$ cat src/rtl/video_timing_gen.sv
// Raster timing generator: h/v counters with region FSMs. Every output is
// registered from the current counter/state, so the pins lag the counters by one enabled cycle.
module video_timing_gen #(
    parameter int H_ACTIVE = 640,
    parameter int H_FP     = 16,
    parameter int H_SYNC   = 96,
    parameter int H_BP     = 48,
    parameter int V_ACTIVE = 480,
    parameter int V_FP     = 10,
    parameter int V_SYNC   = 2,
    parameter int V_BP     = 33,
    parameter int SYNC_POL = 0
) (
    input  logic        clk_in,
    input  logic        rst_n,
    input  logic        en,
    output logic        hs,
    output logic        vs,
    output logic        de,
    output logic        pre_de,
    output logic [11:0] px_x,
    output logic [11:0] px_y,
    output logic        frame_start,
    output logic        line_start
);

    localparam logic [11:0] H_ACT_LAST  = 12'(H_ACTIVE - 1);
    localparam logic [11:0] H_FP_LAST   = 12'(H_ACTIVE + H_FP - 1);
    localparam logic [11:0] H_SYNC_LAST = 12'(H_ACTIVE + H_FP + H_SYNC - 1);
    localparam logic [11:0] H_LAST      = 12'(H_ACTIVE + H_FP + H_SYNC + H_BP - 1);
    localparam logic [11:0] V_ACT_LAST  = 12'(V_ACTIVE - 1);
    localparam logic [11:0] V_FP_LAST   = 12'(V_ACTIVE + V_FP - 1);
    localparam logic [11:0] V_SYNC_LAST = 12'(V_ACTIVE + V_FP + V_SYNC - 1);
    localparam logic [11:0] V_LAST      = 12'(V_ACTIVE + V_FP + V_SYNC + V_BP - 1);
    localparam logic        SYNC_ON     = (SYNC_POL != 0);

    typedef enum logic [1:0] {HS_ACT, HS_FP, HS_SYNC, HS_BP} h_state_t;
    typedef enum logic [1:0] {VS_ACT, VS_FP, VS_SYNC, VS_BP} v_state_t;

    h_state_t    h_state_reg, h_state_next;
    v_state_t    v_state_reg, v_state_next;
    logic [11:0] h_cnt_reg, h_cnt_next;
    logic [11:0] v_cnt_reg, v_cnt_next;
    logic        h_wrap;
    logic        de_cur;

    assign h_wrap = (h_cnt_reg == H_LAST);
    assign de_cur = (h_state_reg == HS_ACT) && (v_state_reg == VS_ACT);

    always_comb begin
        h_cnt_next   = h_wrap ? 12'd0 : h_cnt_reg + 12'd1;
        v_cnt_next   = v_cnt_reg;
        h_state_next = h_state_reg;
        v_state_next = v_state_reg;

        case (h_state_reg)
            HS_ACT:  if (h_cnt_reg == H_ACT_LAST)  h_state_next = HS_FP;
            HS_FP:   if (h_cnt_reg == H_FP_LAST)   h_state_next = HS_SYNC;
            HS_SYNC: if (h_cnt_reg == H_SYNC_LAST) h_state_next = HS_BP;
            default: if (h_wrap)                   h_state_next = HS_ACT;
        endcase

        // The vertical side moves only on the last pixel of a line.
        if (h_wrap) begin
            v_cnt_next = (v_cnt_reg == V_LAST) ? 12'd0 : v_cnt_reg + 12'd1;
            case (v_state_reg)
                VS_ACT:  if (v_cnt_reg == V_ACT_LAST)  v_state_next = VS_FP;
                VS_FP:   if (v_cnt_reg == V_FP_LAST)   v_state_next = VS_SYNC;
                VS_SYNC: if (v_cnt_reg == V_SYNC_LAST) v_state_next = VS_BP;
                default: if (v_cnt_reg == V_LAST)      v_state_next = VS_ACT;
            endcase
        end
    end

    always_ff @(posedge clk_in or negedge rst_n) begin
        if (!rst_n) begin
            h_cnt_reg   <= 12'd0;
            v_cnt_reg   <= 12'd0;
            h_state_reg <= HS_ACT;
            v_state_reg <= VS_ACT;
            hs          <= ~SYNC_ON;
            vs          <= ~SYNC_ON;
            de          <= 1'b0;
            pre_de      <= 1'b0;
            px_x        <= 12'd0;
            px_y        <= 12'd0;
            frame_start <= 1'b0;
            line_start  <= 1'b0;
        end else if (en) begin
            h_cnt_reg   <= h_cnt_next;
            v_cnt_reg   <= v_cnt_next;
            h_state_reg <= h_state_next;
            v_state_reg <= v_state_next;
            hs          <= (h_state_reg == HS_SYNC) ? SYNC_ON : ~SYNC_ON;
            vs          <= (v_state_reg == VS_SYNC) ? SYNC_ON : ~SYNC_ON;
            de          <= de_cur;
            // Decoding the next state makes the read request lead de by one cycle.
            pre_de      <= (h_state_next == HS_ACT) && (v_state_next == VS_ACT);
            px_x        <= de_cur ? h_cnt_reg : 12'd0;
            px_y        <= de_cur ? v_cnt_reg : 12'd0;
            frame_start <= de_cur && (h_cnt_reg == 12'd0) && (v_cnt_reg == 12'd0);
            line_start  <= de_cur && (h_cnt_reg == 12'd0);
        end
    end

endmodule

$ cat config.mk
export PLATFORM = sky130hd
export DESIGN_NAME = video_timing_gen
export DESIGN_NICKNAME = d
export VERILOG_FILES = /design/src/rtl/video_timing_gen.sv
export SDC_FILE = /design/constraint.sdc
export NUM_CORES = 1
export LEC_CHECK = 0
export CAP_MARGIN = 20
export CORE_ASPECT_RATIO = 0.5
export CORE_MARGIN = 4
export CORE_UTILIZATION = 47
export CTS_CLUSTER_DIAMETER = 120
export DETAILED_ROUTE_END_ITERATION = 7
export DONT_BUFFER_PORTS = 1
export PLACE_DENSITY = 0.65
export SETUP_SLACK_MARGIN = 0.05
export SYNTH_ARGS = -nofsm -noshare
export SYNTH_HDL_FRONTEND = slang
export SYNTH_SLANG_ARGS = --single-unit
$ cat constraint.sdc
create_clock -name clk_in -period 2.25 [get_ports clk_in]
set_clock_uncertainty 0.1 [all_clocks]
set_input_delay 0.1125 -clock clk_in [delete_from_list [all_inputs] [get_ports clk_in]]
set_output_delay 0.1125 -clock clk_in [all_outputs]
set_load 0.01 [all_outputs]
======== After elaboration in Yosys (flattened, before gate mapping) ========
Cells that the tools add are included.
operators by class
  add/subtract/negate cells ............... 2
  multiply operators ...................... 0
  div/mod/pow operators ................... 0
  magnitude comparators ................... 0
  equal/unequal tests ..................... 12
  shifts and indexed selects .............. 0
  mux-type cells .......................... 17
  bitwise operators ....................... 0
  reduce and logical (&&, ||, !) cells .... 11
operators by type and width
  kind                                                   count
  equality test 12 x 10 -> 1 bit, second input constant  5
  two-way mux 12 bit                                     4
  equality test 12 x 9 -> 1 bit, second input constant   3
  adder 12 x 1 -> 12 bit, second input constant          2
  logical NOT 12 bit                                     2
  two-way mux 2 bit                                      9
  case mux 2 bit (3 select lines)                        2
  logical NOT 2 bit                                      4
  equality test 2 x 1 -> 1 bit, second input constant    2
  equality test 2 bit, second input constant             2
  logical AND 1 bit                                      4
  two-way mux 1 bit                                      2
  AND reduction 2 bit                                    1
word-level totals
  register bits ........................... 58
  latch bits .............................. 0
  memory bits (writable) .................. 0
  memory bits (read-only) ................. 0
  bits of input ports ..................... 3
  memories ................................ 0

======== Depth between registers and ports, before layout ========
  depth after elaboration ................. 6
  gate-level depth with buffers ........... 7
  gate-level depth less buffers ........... 7

======== Worst setup path before layout ========
OpenSTA, ideal clock, no wires.
  path type ............................... flip-flop to flip-flop
  start ................................... register v_cnt_reg[0]
  end ..................................... register v_cnt_reg[3]
  data arrival time ....................... 1,812 ps
  data required time ...................... 2,016 ps
  path slack .............................. 204 ps
  stages on the path, launching flop included .. 8
  buffers on the path ..................... 0
  clock period less this slack ............ 2,046 ps
  cell sequence ........................... dfrtp_1 inv_1 ha_1 or4b_4 or3_1 and2_1 o21ai_1 o31ai_1
on the way
  longest elaborated chain between the ends .. 2
  elaborated cells between the ends (all ways) .. 3
  classes of those cells .................. 1 x add/sub; 1 x eq/ne; 1 x mux
ends and longest elaborated chain
  element                                                                          line  RTL
  start, declared                                                                  43    logic [11:0] v_cnt_reg, v_cnt_next;
  start signal, assigned                                                           91    v_cnt_reg <= v_cnt_next;
  adder 12 x 1 -> 12 bit / equality test 12 x 10 -> 1 bit (equally long branches)  65    v_cnt_next = (v_cnt_reg == V_LAST) ? 12'd0 : v_cnt_reg + 12'd1;
  two-way mux 12 bit *                                                             65
Mark *: on every way between the ends. The rest lies on a longest branch, timed or not.
A chain may end at the register's enable or synchronous reset.

======== Worst setup path in the final report ========
  start ................................... register v_cnt_reg[1]
  end ..................................... register v_cnt_reg[3]
The elaborated chain is that of the path after synthesis.

==> impl_metrics.toml <==
[sta]
maxSlewHeadroom_pct = 58.0
final.setup.tns_ns = 0
tightest_slew_ns = 0.628
setup_viol = 0
finalWorstSetupSlack_ns = 0.167
hold_viol_final = 0
rsz0062_at_grt = "false"
fmax_mhz = 480
min_period_ns = 2.08
finalCritPeriodShare_pct = 92.6
slew_viol_final = 0

[finish]
fill_cells = 476
seqCellArea_um2 = 1450
syn_to_final_growth_pct = 15.7
multi_input_area_um2 = 1240
fin_nets = 275
fin_util_pct = 57.9
drive_gt1_share_pct = 16.6
final_area_um2 = 3260
num_antenna_cells = 0

[setup_path]
path_cells = "inv_1, ha_1, or4b_4, or3_4, and2_1, o21ai_1, o31ai_1"
cp_max_fo = 4
r2r_cells = 7
cp-end-kind = "flip-flop"
crit_family = "simple AND/OR/NAND/NOR gates"
cp_data_required_time_ns = 2.35
cp_num_cells = 7
cp-start-kind = "flip-flop"
slowest_delay_ns = 0.49
worstPathArrival_ns = 2.18
slowest_stage = "or4b_4"
crit_buf_inv = 1
worstSetupPathType = "flip-flop to flip-flop"

[grt]
grt_pass1_wl_mm = 10.9
grt_usage_pct = 18.6
grt_pass1_vias = 2048
antenna_found_initial = 0
grt_overflow_total = 0
grt_start_max_net_pins = 59

[die]
die_y_um = 62.7
ios = 33
rows = 19
die-area_um2 = 7370
coreArea_um2 = 5630
initial_core_util_pct = 50.0
fp.dieW_um = 117

[synth]
synth_edf_count = 0
synth_top_flop_cell = "dfrtp_1"
synthArstFlopShare_pct = 100
synth_cell_types = 57
netlist_top_cells_count = "dfrtp_1 (56), a22o_1 (25), nand2_1 (14)"
mappedNetlistArea_um2 = 2820
yosys.area.top_type = "dfrtp_1"
yosys-top-cells-area = "dfrtp_1 (50%), a22o_1 (7.8%), ha_1 (2.2%)"
synth_top_area_share_pct = 49.8
syn_inst = 258
synth_warnings = 0
synth.avg_cell_area_um2 = 10.9
yosysMostFrequentCell = "dfrtp_1"
ys_seq_elements = 58
synth_fp_nets = 266
ys_seq_area_share_pct = 51.6

[placed_design]
gp_congestion = 0.922
pre_cts_slack_ns = 0.134
placed_area_um2 = 2910
dp_hpwl_mm = 4.20
portBuffers = 0

[status]
status = "complete, no violations"

[routing]
drc_errors = 0
ant_nets = 0
routed_wl_mm = 6.15
dr.pass1.iters = 4
viasPerCell = 6.06
drt_iter0_markers = 167
via_count = 2084
wl_per_cell_um = 17.9

[cts]
cts_setup_buffers = 0
clock_sinks = 58
h-tree-depth = 3
clk_latency_ns = 0.33
cts_tree = "built"
cts-root-buf = "clkbuf_16"
cts_buffers = 9
clk_path_buf_depth = 2
clk_pin_slew_ns = 0.05

[power]
vdd_ir_drop_max_v = 0.000429
power.total_mw = 2.64
leakage_nw = 1.50
power_density_nw_per_um2 = 809

[min_path]
holdPathStages = 2
hold_class = "input pin to flip-flop"

[job]
cap_viol_max_count = 0
-- logic make-up after synthesis --
| group | synth area share, % |
|---|---|
| simple gates | 20.0 |
| buf+inv | 4.66 |
| fa+ha+maj | 2.22 |
| compound gates | 16.7 |
| mux | 0.755 |
| xor+xnor | 4.04 |
| flops | 51.6 |
-- area by class of cell --
type                            count  share of cell area [%]
Inverter                           10                    1.15
Timing Repair Buffer               16                    4.45
Tap cell                           73                    2.80
Clock buffer                       12                    7.56
Clock inverter                      3                    1.23
Sequential cell                    58                    44.6
Multi-Input combinational cell    172                    38.2
-- cells in the final DEF (no fill, tap or decap), types with 6 or more instances in the layout --
| cell type | count |
|---|---|
| xnor2_1 | 7 |
| clkbuf_16 | 9 |
| a22o_1 | 25 |
| o21ai_1 | 10 |
| buf_4 | 13 |
| xor2_1 | 6 |
| nand3_1 | 12 |
| dfrtp_1 | 56 |
| nor2_1 | 8 |
| nand2_1 | 14 |
| and3_1 | 9 |
| inv_1 | 9 |
-- where the power goes --
part           switching (mW)  leakage [nW]  total [mW]  internal, mW
clock                   0.433         0.142        1.31         0.874
sequential             0.0868         0.789        1.18          1.09
combinational          0.0823         0.569       0.153        0.0703
total                   0.602          1.50        2.64          2.03
-- final timing paths --
path | startpoint | endpoint | slack (ns)
worst max-delay path | v_cnt_reg[1]$_DFFE_PN0P_ | v_cnt_reg[3]$_DFFE_PN0P_ | 0.17
worst max register to register | v_cnt_reg[1]$_DFFE_PN0P_ | v_cnt_reg[3]$_DFFE_PN0P_ | 0.17
max in group asynchronous | rst_n | vs$_DFFE_PN1P_ | 1.55
worst min-delay path | en | frame_start$_DFFE_PN0P_ | 0.10
worst min register to register | vs$_DFFE_PN1P_ | vs$_DFFE_PN1P_ | 0.42
min in group asynchronous | rst_n | h_cnt_reg[6]$_DFFE_PN0P_ | 0.21
-- stage by stage --
stage	hold slack, ns	instances
detailed placement	-0.280	326
CTS	0.0970	344
finish	0.100	344
global route	0.138	344
global placement	-0.281	326
floorplan	-0.283	258
-- per-layer routing --
metal | vias up | wire [um] | GRT usage (%)
met5 | - | 0 | 0
met4 | 0 | 62 | 5.55
met3 | 9 | 423 | 7.14
met2 | 52 | 2720 | 27.9
met1 | 1045 | 2940 | 25.1
li1 | 978 | - | -
-- what timing repair did --
item / CTS / global route
endpoints found under the hold margin: 69 / 0
resized for setup: 0 / 2
setup endpoints to repair: 0 / 4
hold buffers: 3 / 0
(Power assumes the default switching activity.)
